==> config.mk <==
export PLATFORM = sky130hd
export DESIGN_NAME = i2c_bus_conditioner
export DESIGN_NICKNAME = d
export VERILOG_FILES = /design/src/rtl/i2c_bus_conditioner.sv
export SDC_FILE = /design/constraint.sdc
export NUM_CORES = 1
export LEC_CHECK = 0
export CORE_MARGIN = 3
export CORE_UTILIZATION = 30
export DETAILED_ROUTE_END_ITERATION = 8
export PLACE_DENSITY = 0.6
export SLEW_MARGIN = 20
export SYNTH_ARGS = -nofsm -noshare
export SYNTH_HDL_FRONTEND = slang
export SYNTH_SLANG_ARGS = --single-unit
export TNS_END_PERCENT = 20
==> constraint.sdc <==
create_clock -name clk_i -period 1.7 [get_ports clk_i]
set_input_delay 0.425 -clock clk_i [delete_from_list [all_inputs] [get_ports clk_i]]
set_output_delay 0.425 -clock clk_i [all_outputs]
set_load 0.005 [all_outputs]
==> src/rtl/i2c_bus_conditioner.sv <==
// i2c_bus_conditioner: front end for the I2C target. Brings the raw SCL/SDA
// pad levels into clk_i, rejects spikes, and produces clean levels, SCL edge
// strobes, START/STOP strobes, a bus-busy flag and a stuck-SCL timeout.
//
// state   | meaning
// --------+-------------------------------------------------------------
// ST_IDLE | no transaction open; busy_o = 0
// ST_BUSY | between a START and the following STOP or timeout; busy_o = 1

module i2c_bus_conditioner #(
  parameter int FILTER_LEN     = 3,
  parameter int TIMEOUT_W      = 20,
  parameter int TIMEOUT_CYCLES = 675000
) (
  input  logic clk_i,
  input  logic rst_i,
  input  logic scl_i,
  input  logic sda_i,
  output logic scl_o,
  output logic sda_o,
  output logic scl_rise_o,
  output logic scl_fall_o,
  output logic start_o,
  output logic stop_o,
  output logic busy_o,
  output logic timeout_o
);

  localparam logic [3:0]           FLT_LAST = 4'(FILTER_LEN - 1);
  localparam logic [TIMEOUT_W-1:0] TO_LAST  = TIMEOUT_W'(TIMEOUT_CYCLES - 1);

  typedef enum logic {ST_IDLE, ST_BUSY} state_t;

  logic scl_s1_q, scl_s2_q, sda_s1_q, sda_s2_q;
  logic scl_q, scl_d, sda_q, sda_d;
  logic [3:0] scl_cnt_q, scl_cnt_d, sda_cnt_q, sda_cnt_d;
  logic scl_commit, sda_commit;
  logic rise_q, rise_d, fall_q, fall_d;
  logic start_q, start_d, stop_q, stop_d;
  logic timeout_q, timeout_d;
  logic [TIMEOUT_W-1:0] tcnt_q, tcnt_d;
  state_t state_q;

  // Two-flop synchronisers; idle bus level is 1.
  always_ff @(posedge clk_i or posedge rst_i) begin
    if (rst_i) begin
      scl_s1_q <= 1'b1;
      scl_s2_q <= 1'b1;
      sda_s1_q <= 1'b1;
      sda_s2_q <= 1'b1;
    end else begin
      scl_s1_q <= scl_i;
      scl_s2_q <= scl_s1_q;
      sda_s1_q <= sda_i;
      sda_s2_q <= sda_s1_q;
    end
  end

  // Glitch filters: a line commits after FILTER_LEN consecutive differing
  // samples. Strobes are decided here so they line up with the committed level.
  always_comb begin
    scl_commit = (scl_s2_q != scl_q) && (scl_cnt_q == FLT_LAST);
    sda_commit = (sda_s2_q != sda_q) && (sda_cnt_q == FLT_LAST);

    scl_cnt_d  = ((scl_s2_q != scl_q) && !scl_commit) ? scl_cnt_q + 4'd1 : 4'd0;
    sda_cnt_d  = ((sda_s2_q != sda_q) && !sda_commit) ? sda_cnt_q + 4'd1 : 4'd0;

    scl_d      = scl_commit ? scl_s2_q : scl_q;
    sda_d      = sda_commit ? sda_s2_q : sda_q;

    rise_d     = scl_commit &&  scl_s2_q;
    fall_d     = scl_commit && !scl_s2_q;

    // SDA moving while SCL is steadily high; a simultaneous SCL commit is
    // treated as an ordinary clock edge, not a bus condition.
    start_d    = sda_commit && !sda_s2_q && scl_q && !scl_commit;
    stop_d     = sda_commit &&  sda_s2_q && scl_q && !scl_commit;
  end

  // Timeout counter runs only while busy with SCL low; once it fires it holds
  // at zero until busy drops, so it cannot re-arm before the next START.
  always_comb begin
    timeout_d = 1'b0;
    tcnt_d    = '0;
    if ((state_q == ST_BUSY) && !scl_q && !timeout_q) begin
      if (tcnt_q == TO_LAST) begin
        timeout_d = 1'b1;
      end else begin
        tcnt_d = tcnt_q + TIMEOUT_W'(1);
      end
    end
  end

  // Filter state, filtered levels and registered strobes.
  always_ff @(posedge clk_i or posedge rst_i) begin
    if (rst_i) begin
      scl_q     <= 1'b1;
      sda_q     <= 1'b1;
      scl_cnt_q <= '0;
      sda_cnt_q <= '0;
      rise_q    <= 1'b0;
      fall_q    <= 1'b0;
      start_q   <= 1'b0;
      stop_q    <= 1'b0;
      timeout_q <= 1'b0;
      tcnt_q    <= '0;
    end else begin
      scl_q     <= scl_d;
      sda_q     <= sda_d;
      scl_cnt_q <= scl_cnt_d;
      sda_cnt_q <= sda_cnt_d;
      rise_q    <= rise_d;
      fall_q    <= fall_d;
      start_q   <= start_d;
      stop_q    <= stop_d;
      timeout_q <= timeout_d;
      tcnt_q    <= tcnt_d;
    end
  end

  // Bus-busy FSM follows the registered strobes, so busy_o moves one cycle
  // after start_o / stop_o / timeout_o.
  always_ff @(posedge clk_i or posedge rst_i) begin
    if (rst_i) begin
      state_q <= ST_IDLE;
    end else begin
      case (state_q)
        ST_IDLE: if (start_q) state_q <= ST_BUSY;
        ST_BUSY: begin
          if (start_q)                  state_q <= ST_BUSY;
          else if (stop_q || timeout_q) state_q <= ST_IDLE;
        end
        default: state_q <= ST_IDLE;
      endcase
    end
  end

  assign scl_o      = scl_q;
  assign sda_o      = sda_q;
  assign scl_rise_o = rise_q;
  assign scl_fall_o = fall_q;
  assign start_o    = start_q;
  assign stop_o     = stop_q;
  assign timeout_o  = timeout_q;
  assign busy_o     = (state_q == ST_BUSY);

endmodule

==> impl_metrics.ini <==
[run_status]
outcome = finished with violations
failed_checks = negative setup slack

[clocking]
cts_tree = yes
max-clock-path-buffers = 2
path_clk_slew_ps = 80
cts_buffers = 5
hold_buffers = 0
cts_num_sinks = 40
h-tree-depth = 2
worstSkewPairLatency_ps = 300
cts_root_buffer = clkbuf_8

[routing]
drcViolationCount = 0
via_per_inst = 4.58
top_layer = met4
routed_wl_um = 3570
wl_met3_um = 125
wirelength_met1_um = 1670
wl_met2_um = 1650
final_antenna_net_count = 0
drt-wirelength-per-cell_um = 12.3
firstDrtPassIters = 4
via_count = 1332
drt-initial-drc-count = 51

[grt]
grt_start_max_net_pins = 41
grt_first_pass_wirelength_um = 6090
antenna_found_initial = 0
first_global_vias = 1304
overflow = 0
groute.usage.overall = 0.113

[synth]
synth_area_mm2 = 0.00180
synthDistinctLibCells = 31
synth_edf_count = 0
async_reset_ff_frac = 1.00
ys_ff_latch = 40
syn_avg_cell_area_um2 = 11.1
syn_inst = 163
synth-main-ff-cell = dfrtp_1
yosysWarnings = 0
syn_nets = 173
yosysSeqAreaShare = 0.560

[floorplan]
ioPinCount = 12
rows = 27
coreArea_mm2 = 0.00564
die_h_um = 83.5
die_w_um = 83.5
start_util = 0.319
dieArea_mm2 = 0.00697

[worst_hold_path]
whs_endpoint = scl_s2_q
holdPathStages = 0
hold_start = scl_s1_q
timing.hold.worst.class = flop to flop

[worst_setup_path]
path_max_fanout = 4
reg2reg_to = tcnt_q[18]
required_ps = 1940
crit_arrival_ps = 2000
crit_path_end_kind = flop
r2r_setup_slack_ps = -70
criticalPathCategory = flop to flop
reg2reg_from = tcnt_q[0]
reg2reg_depth = 5
startpoint_type = flop

[sta]
rsz0062_at_grt = yes
fin_ws_ps = -67.3
min_period_over_period = 1.04
worst_pin_slew_ps = 417
fmax_ghz = 0.566
max_slew_margin = 0.719
period_minus_slack_ps = 1770
holdWs_ps = 360
hold_viol = 0
setup_viol = 5
skew_ps = 5.37
slew_violations = 0

[place]
place_area_mm2 = 0.00223
hpwl_um = 2490
portBuffers = 11
preCtsSetupSlack_ps = -90.3
routabilityCongestion = 0.798

[layout]
area_growth_pct = 37.0
final_common_cell = buf_4
reg_top3 = tcnt_q (20), scl_cnt_q (4), sda_cnt_q (4)
final_cell_mix = 35 x buf_4, 33 x dfrtp_1, 27 x nor2_1
stdcell_area_mm2 = 0.00247
nets = 228
drive_above_1_share = 0.324
largest_register_ffs = 20
top_register = tcnt_q
n_antenna_cell = 0
fillers = 527

[run]
drv_cap = 0

[power_and_ir_drop]
switchingPower_mw = 0.719
p_seq_frac = 0.456
power_mw = 2.54
ir_drop_mv = 0.375
leakage_nw = 1.06
power_frac_comb = 0.231
p_int_mw = 1.82
p_per_area_mw_per_mm2 = 1030
p_clk_frac = 0.313
p_sw_frac = 0.283
-- what timing repair did --
action / in CTS / in global routing
buffers inserted: 6 / 2
endpoints found under the setup margin: 22 / 20
gates resized for setup: 8 / 7
endpoints found under the hold margin: 0 / 0
cloned: 0 / 1
pin swaps: 7 / 4
-- cell type report --
cell class	count	area, um2	area share
repair buffers	50	418	0.169
clock inverters	3	46.3	0.0188
inverters	7	26.3	0.0106
multi-input cells	114	810	0.328
clock buffers	5	68.8	0.0279
flip-flops and latches	40	1010	0.409
well taps	72	90.1	0.0365
-- critical path, stage by stage (launching register included) --
cell     delay [ps]
dfrtp_1         410
ha_2            210
nand3_1          60
or4_4           420
or4_4           490
a21oi_2         120
-- cells by family (layout without fill, tap and decap cells) --
logic type / Yosys count / after routing / share of synthesized area
AND/OR/NAND/NOR: 75 / 75 / 0.231
flip-flops: 40 / 40 / 0.560
XOR/XNOR: 20 / 20 / 0.0972
AO/OA/AOI/OAI: 11 / 11 / 0.0389
buffers and inverters: 9 / 65 / 0.0188
adder cells (fa/ha/maj): 6 / 6 / 0.0417
multiplexers: 2 / 2 / 0.0125
-- power groups by stage --
stage | logic (mW) | registers (mW) | clock network (mW)
after global routing | 0.668 | 1.18 | 0.878
final | 0.587 | 1.16 | 0.794
after detailed placement | 0.511 | 1.19 | 0
after global placement | 0.508 | 1.18 | 0
after CTS | 0.553 | 1.16 | 0.832
after floorplan | 0.268 | 1.19 | 0
-- synthesized netlist by cell type, drive strengths merged (3+ instances only) --
library cell | count | area [um2]
dfrtp | 34 | 851
ha | 6 | 75.1
or4 | 4 | 37.5
nor3b | 5 | 37.5
nand4 | 7 | 58.8
dfstp | 6 | 158
inv | 7 | 26.3
xor2 | 9 | 78.8
nor2 | 27 | 101
a21oi | 4 | 20.0
nand3 | 7 | 35.0
xnor2 | 11 | 96.3
nor3 | 5 | 25.0
nand2 | 8 | 30.0
nor4b | 3 | 26.3
-- metrics by stage --
step	instances	utilization	TNS, ps
2_1_floorplan	163	-	-196
5_1_grt	291	0.438	-1110
4_1_cts	288	0.429	-65.9
3_3_place_gp	274	0.396	-58.4
6_report	291	0.438	-192
3_5_place_dp	274	0.396	-152
-- layer usage --
layer / vias to the layer above / track usage
met1: 631 / 0.142
li1: 670 / -
met2: 20 / 0.165
met3: 11 / 0.0375
met5: - / 0
met4: 0 / 0.0746
-- worst max-delay path by stage --
stage | from | to | slack (ps) | cells after the start
2_1_floorplan | tcnt_q[6] | tcnt_q[18] | -80 | 4
3_3_place_gp | tcnt_q[8] | tcnt_q[19] | -30 | 4
3_5_place_dp | tcnt_q[0] | tcnt_q[19] | -90 | 4
4_1_cts | tcnt_q[5] | tcnt_q[18] | -40 | 4
5_1_grt | tcnt_q[0] | tcnt_q[18] | -130 | 5
6_report | tcnt_q[0] | tcnt_q[18] | -70 | 5
(Power assumes the default switching activity.)
